**src/rtl/mem_pkg.sv**
```systemverilog
// mem_pkg: shared types and defaults for the memory responder and its RAM.
package mem_pkg;
    localparam int MEM_ADDR_W = 11;
    localparam int MEM_DATA_W = 32;

    typedef enum logic {PORT_IF, PORT_D} port_t;
    typedef enum logic {ARB_IF_LAST, ARB_D_LAST} arb_t;

    typedef struct packed {
        logic  valid;
        port_t port;
        logic  we;
        logic  err;
    } tag_t;
endpackage

```
**src/rtl/mem_responder.sv**
```systemverilog
// mem_responder: arbitrates fetch and data requests onto one single-port RAM
// and returns tagged responses two cycles after the grant.
module mem_responder
    import mem_pkg::*;
#(
    parameter int ADDR_W = MEM_ADDR_W,
    parameter int DATA_W = MEM_DATA_W
) (
    input  logic              clk,
    input  logic              rst_n,
    input  logic              if_req,
    input  logic [31:0]       if_addr,
    output logic              if_stall,
    output logic              if_valid,
    output logic [DATA_W-1:0] if_rdata,
    output logic              if_err,
    input  logic              d_req,
    input  logic              d_we,
    input  logic [31:0]       d_addr,
    input  logic [DATA_W-1:0] d_wdata,
    output logic              d_stall,
    output logic              d_valid,
    output logic [DATA_W-1:0] d_rdata,
    output logic              d_err,
    output logic [ADDR_W-1:0] ram_addr,
    output logic              ram_we,
    output logic [DATA_W-1:0] ram_wdata,
    input  logic [DATA_W-1:0] ram_rdata
);
    arb_t        state_q, state_d;
    tag_t        s1_q, s1_d;
    logic        grant_if, grant_d, any, err;
    logic [31:0] sel_addr;

    // On a collision the port that lost last time wins; IF-last favours data.
    always_comb begin
        grant_d  = d_req & (~if_req | (state_q == ARB_IF_LAST));
        grant_if = if_req & ~grant_d;
        any      = grant_if | grant_d;
        sel_addr = grant_d ? d_addr : if_addr;
        err      = any & ((sel_addr[1:0] != 2'b0) | (sel_addr[31:ADDR_W+2] != '0));
        state_d  = (if_req & d_req) ? (grant_d ? ARB_D_LAST : ARB_IF_LAST) : state_q;
        s1_d     = '{valid: any, port: grant_d ? PORT_D : PORT_IF, we: grant_d & d_we, err: err};
    end

    assign if_stall  = if_req & ~grant_if;
    assign d_stall   = d_req & ~grant_d;
    assign ram_addr  = any ? sel_addr[ADDR_W+1:2] : '0;
    assign ram_we    = grant_d & d_we & ~err;
    assign ram_wdata = d_wdata;

    always_ff @(posedge clk or negedge rst_n) begin
        if (!rst_n) begin
            state_q  <= ARB_IF_LAST;
            s1_q     <= '0;
            if_valid <= 1'b0;
            if_rdata <= '0;
            if_err   <= 1'b0;
            d_valid  <= 1'b0;
            d_rdata  <= '0;
            d_err    <= 1'b0;
        end else begin
            state_q  <= state_d;
            s1_q     <= s1_d;
            if_valid <= s1_q.valid & (s1_q.port == PORT_IF);
            d_valid  <= s1_q.valid & (s1_q.port == PORT_D);
            if (s1_q.valid && s1_q.port == PORT_IF) begin
                if_rdata <= s1_q.err ? '0 : ram_rdata;
                if_err   <= s1_q.err;
            end
            // Store acks leave the load data register untouched.
            if (s1_q.valid && s1_q.port == PORT_D) begin
                d_err <= s1_q.err;
                if (!s1_q.we) d_rdata <= s1_q.err ? '0 : ram_rdata;
            end
        end
    end
endmodule

```
**config.mk**
```make
export PLATFORM = sky130hd
export DESIGN_NAME = mem_responder
export DESIGN_NICKNAME = d
export VERILOG_FILES = /design/src/rtl/mem_pkg.sv /design/src/rtl/mem_responder.sv
export SDC_FILE = /design/constraint.sdc
export NUM_CORES = 1
export LEC_CHECK = 0
export CORE_ASPECT_RATIO = 1.5
export CORE_MARGIN = 5
export CORE_UTILIZATION = 25
export DETAILED_ROUTE_END_ITERATION = 7
export DONT_BUFFER_PORTS = 1
export PLACE_DENSITY = 0.37
export SLEW_MARGIN = 10
export SYNTH_ARGS = -nofsm -noshare
export SYNTH_HDL_FRONTEND = slang
export SYNTH_SLANG_ARGS = --single-unit
```
**constraint.sdc**
```tcl
create_clock -name clk -period 1.3 [get_ports clk]
set_clock_uncertainty 0.1 [all_clocks]
set_input_delay 0.195 -clock clk [delete_from_list [all_inputs] [get_ports clk]]
set_output_delay 0.195 -clock clk [all_outputs]
set_load 0.005 [all_outputs]
```
# After elaboration in Yosys (flattened, before gate mapping)
# Cells that the tools add are included.
dict set report op_classes {
  n_bitwise 20
  n_reduce_logical 5
  mul 0
  magnitude_cmp 0
  addsub 0
  div_mod_pow 0
  shift 0
  eq_ne 0
  muxes 4
}
# operator n
set op_table {}
lappend op_table {{32-bit two-way mux} 2}
lappend op_table {{19-bit nonzero test} 1}
lappend op_table {{11-bit two-way mux} 1}
lappend op_table {{1-bit bitwise AND} 10}
lappend op_table {{1-bit NOT} 7}
lappend op_table {{1-bit bitwise OR} 3}
lappend op_table {{1-bit logical AND} 2}
lappend op_table {{2-bit AND reduction} 1}
lappend op_table {{2-bit nonzero test} 1}
lappend op_table {{1-bit two-way mux} 1}
dict set report totals {
  ff_bits 73
  memories 0
  rom_bits 0
  ram_bits 0
  latch_bits 0
  input_bits 133
}

# Longest topological paths before layout
dict set report logic_depth {
  ltp_word 9
  ltp_mapped 6
}

# Worst setup path after synthesis
# Ideal clock, no wire load.
dict set report synth_path {
  path_kind {flip-flop to output port}
  start {register state_q}
  end {output port ram_we}
  arrival_ps 1004
  setup_slack_ps 1
  stages_incl_launch_ff 5
  path_cell_list {dfrtp_1 > a21boi_2 > nand3_1 > o21ai_1 > and2_1}
}
dict set report synth_via {
  elab_chain_cells 9
}
# item line_no
set synth_lines {}
lappend synth_lines {{from (decl)} mem_responder.sv:30} ;# arb_t state_q, state_d;
lappend synth_lines {{from (signal assigned)} mem_responder.sv:63} ;# state_q <= state_d;
lappend synth_lines {{1-bit NOT (*)} mem_responder.sv:37} ;# grant_d = d_req & (~if_req | (state_q == ARB_IF_LAST));
lappend synth_lines {{1-bit bitwise OR (*)} mem_responder.sv:37}
lappend synth_lines {{1-bit bitwise AND (*)} mem_responder.sv:37}
lappend synth_lines {{32-bit two-way mux / 1-bit NOT (equally long branches)} {mem_responder.sv:40, mem_responder.sv:38}}
lappend synth_lines {{19-bit nonzero test, or another cell as far along} mem_responder.sv:41} ;# err = any & ((sel_addr[1:0] != 2'b0) | (sel_addr[31:ADDR_W+2] != '0));
lappend synth_lines {{1-bit bitwise OR (on tied branches)} {mem_responder.sv:41, mem_responder.sv:39}}
lappend synth_lines {{1-bit bitwise AND} mem_responder.sv:41}
lappend synth_lines {{1-bit NOT} mem_responder.sv:49} ;# assign ram_we = grant_d & d_we & ~err;
lappend synth_lines {{1-bit bitwise AND (*)} mem_responder.sv:49}
lappend synth_lines {{to (decl)} mem_responder.sv:26} ;# output logic ram_we,
# Every way passes the cells marked *; elsewhere a longest branch is shown, timed or not.

# Worst setup path after layout
# Same ends and word-level chain as after synthesis.

==> flow_summary.json <==
{
  "status": "finished with violations",
  "violations": "hold timing, setup timing",
  "cts_buffers": 9,
  "startpoint_type": "register",
  "wl_um": 9381,
  "p_switching_mw": 1.783,
  "setup_tns_ns": -4.058,
  "fin_crit_ns": 1.700,
  "ios": 247,
  "firstDrtPassIters": 4,
  "p_sw_share_pct": 26.80,
  "drt_iter0_markers": 38,
  "antenna_found_initial": 0,
  "drive_gt1_share_pct": 16.16,
  "syn_nets": 484,
  "fp.dieH_um": 150.0,
  "grt_pass1_vias": 2601,
  "pwr-share-seq_pct": 43.7,
  "grt_first_pass_wirelength_um": 14350,
  "synthAdderAreaFrac_pct": 0,
  "path_clk_slew_ns": 0.06,
  "fin_ws_ns": -0.4001,
  "leakage_nw": 1.735,
  "place_area_sq_um": 3277,
  "cts_root_buf": "clkbuf_16",
  "num_vias": 2397,
  "drv_slew": 0,
  "viasPerCell": 4.574,
  "met1_usage_pct": 11.41,
  "design_area_sq_um": 4100,
  "utilization_pct": 31.81,
  "ys_seq_area_share_pct": 55.90,
  "crit_chain": "a21boi_2 > buf_6 > nand3_1 > o21ai_2 > and2_4",
  "synthMuxAreaShare_pct": 0.6891,
  "worst_slew_pin_slew_ns": 0.2618,
  "num-nets-final": 494,
  "final_cell_mix": "nand2_1 (82), dfrtp_1 (73), o21ai_0 (35)",
  "finalCritPeriodShare_pct": 130.8,
  "cts_tree": "done",
  "synth_compound_area_share_pct": 11.98,
  "end_kind": "output port",
  "p_comb_share_pct": 16.2,
  "vdd_ir_drop_max_v": 0.0005466,
  "max_stage_delay_ns": 0.39,
  "drc": 0,
  "drtAntennaViolNets": 0,
  "ys_seq_elements": 73,
  "cp_max_fo": 5,
  "io_buffers": 0,
  "yosys_warnings": 0,
  "crit_type": "register to output port",
  "clockPowerShare_pct": 40.1,
  "fp-row-count": 51,
  "grt_overflow": 0,
  "synth_area_per_cell_sq_um": 9.311,
  "clock_latency_ns": 0.33,
  "required_ns": 1.00,
  "synth-simple-area-share_pct": 20.64,
  "maxSlewHeadroom_pct": 82.39,
  "arrival_ns": 1.41,
  "yosysUniqueCellTypes": 22,
  "power_density_nw_per_um2": 1622,
  "die_area_sq_um": 15510,
  "n_antenna_cell": 0,
  "h-tree-depth": 3,
  "final_common_cell": "nand2_1",
  "wl_per_cell_um": 17.90,
  "synth_top_family_by_area": "simple AND/OR/NAND/NOR gates",
  "grt_use_met2_pct": 23.28,
  "initial_utilization_pct": 25.35,
  "synth_xor_area_share_pct": 0.2680,
  "grt_max_degree": 74,
  "max_clock_freq_mhz": 588.2,
  "netlist_instances": 351,
  "drv_cap": 0,
  "setup_viol": 13,
  "areaGrowthSynthToFinish_pct": 25.46,
  "grt_util_met3_pct": 3.685,
  "ctsHoldBuffers": 33,
  "clk_path_buf_depth": 2,
  "clock-sinks": 73,
  "rsz0062_at_grt": "true",
  "synth_area_sq_um": 3268,
  "place.gp.congestion": 0.6692,
  "worst_hold_path_type": "input pin to async pin",
  "post-place-ws_ns": -0.1279,
  "timing_hold_violations_final": 76,
  "p_int_mw": 4.869,
  "die_w_um": 103.4,
  "whs_ns": -0.5433,
  "core_area_sq_um": 12890,
  "busiest_layer": "met2",
  "path_buf_inv": 1,
  "track_usage_pct": 12.22,
  "worst_path_max_delay_cell": "dfrtp_1",
  "hpwl_um": 6933,
  "path_delay_family": "flip-flops"
}
==> synth_stat cells (all sizes together) <==
cell    instances  area, sq um
nor4            8        50.05
clkbuf          5        18.77
and3            1        6.260
a21boi          1        11.26
nor2            4        15.01
inv             1        3.750
mux2            2        22.52
nand4           2        12.51
or2             1        6.260
xnor2           1        8.760
dfrtp          73         1827
buf            47        321.6
nand3           1        5.000
o21ai          76        380.4
nand2          88        330.3
nand2b         34        212.7
nor3            3        15.01
and2            3        21.27
==> cells by family (layout without fill, tap and decap cells) <==
| kind of cell | count (synthesis) | after routing |
|---|---|---|
| AO/OA/AOI/OAI | 77 | 77 |
| XOR/XNOR | 1 | 1 |
| buffers and inverters | 53 | 67 |
| flip-flops | 73 | 73 |
| multiplexers | 2 | 2 |
| AND/OR/NAND/NOR | 145 | 145 |
==> worst paths after layout <==
path / from / end / slack, ns / depth (start not counted)
max in group asynchronous: rst_n / if_rdata[14] / 1.48 / 0
worst max-delay path: state_q / ram_we / -0.40 / 5
worst min-delay path: rst_n / if_rdata[3] / -0.54 / 0
worst min register to register: d_rdata[31] / d_rdata[31] / 0.41 / 2
worst max register to register: state_q / s1_q[0] / 0.10 / 6
min in group clk: if_req / s1_q[3] / -0.08 / 1
==> what timing repair did <==
action,in CTS,in global routing
pin swaps,6,1
setup endpoints to repair,14,15
resized for setup,35,7
hold endpoints to repair,140,76
buffers inserted,6,0
cloned,2,0
==> per-layer routing <==
layer | part of all wire, % | vias to the layer above
met4 | 2.5 | 0
met5 | 0 | -
met1 | 31 | 1106
met2 | 58 | 129
met3 | 8.5 | 25
li1 | - | 1137
==> power groups by stage <==
stage / clock, mW / combinational, mW / sequential (mW)
global route: 2.85 / 1.22 / 2.97
finish: 2.67 / 1.08 / 2.91
global placement: 0 / 0.813 / 2.97
CTS: 2.77 / 1.09 / 2.94
floorplan: 0 / 0.647 / 2.86
detailed placement: 0 / 0.828 / 2.98
==> cell type report <==
cell class | instances | area [sq um]
Tap cell | 159 | 198.9
Timing Repair Buffer | 51 | 570.5
Inverter | 1 | 3.754
Multi-Input combinational cell | 225 | 1181
Clock inverter | 5 | 80.08
Clock buffer | 10 | 239.0
Sequential cell | 73 | 1827
Fill cell | 1375 | 8790
==> state kept, by name (all words and copies together) (netlist names) <==
name,flops
d_rdata,32
if_rdata,32
s1_q,4
d_err,1
d_valid,1
if_err,1
if_valid,1
state_q,1
==> metrics by stage <==
stage | instances | power, mW
finish | 524 | 6.652
global route | 524 | 7.040
CTS | 525 | 6.806
detailed placement | 469 | 3.806
global placement | 469 | 3.786
floorplan | 351 | 3.508
No activity file was read; power rests on OpenSTA's default activity.
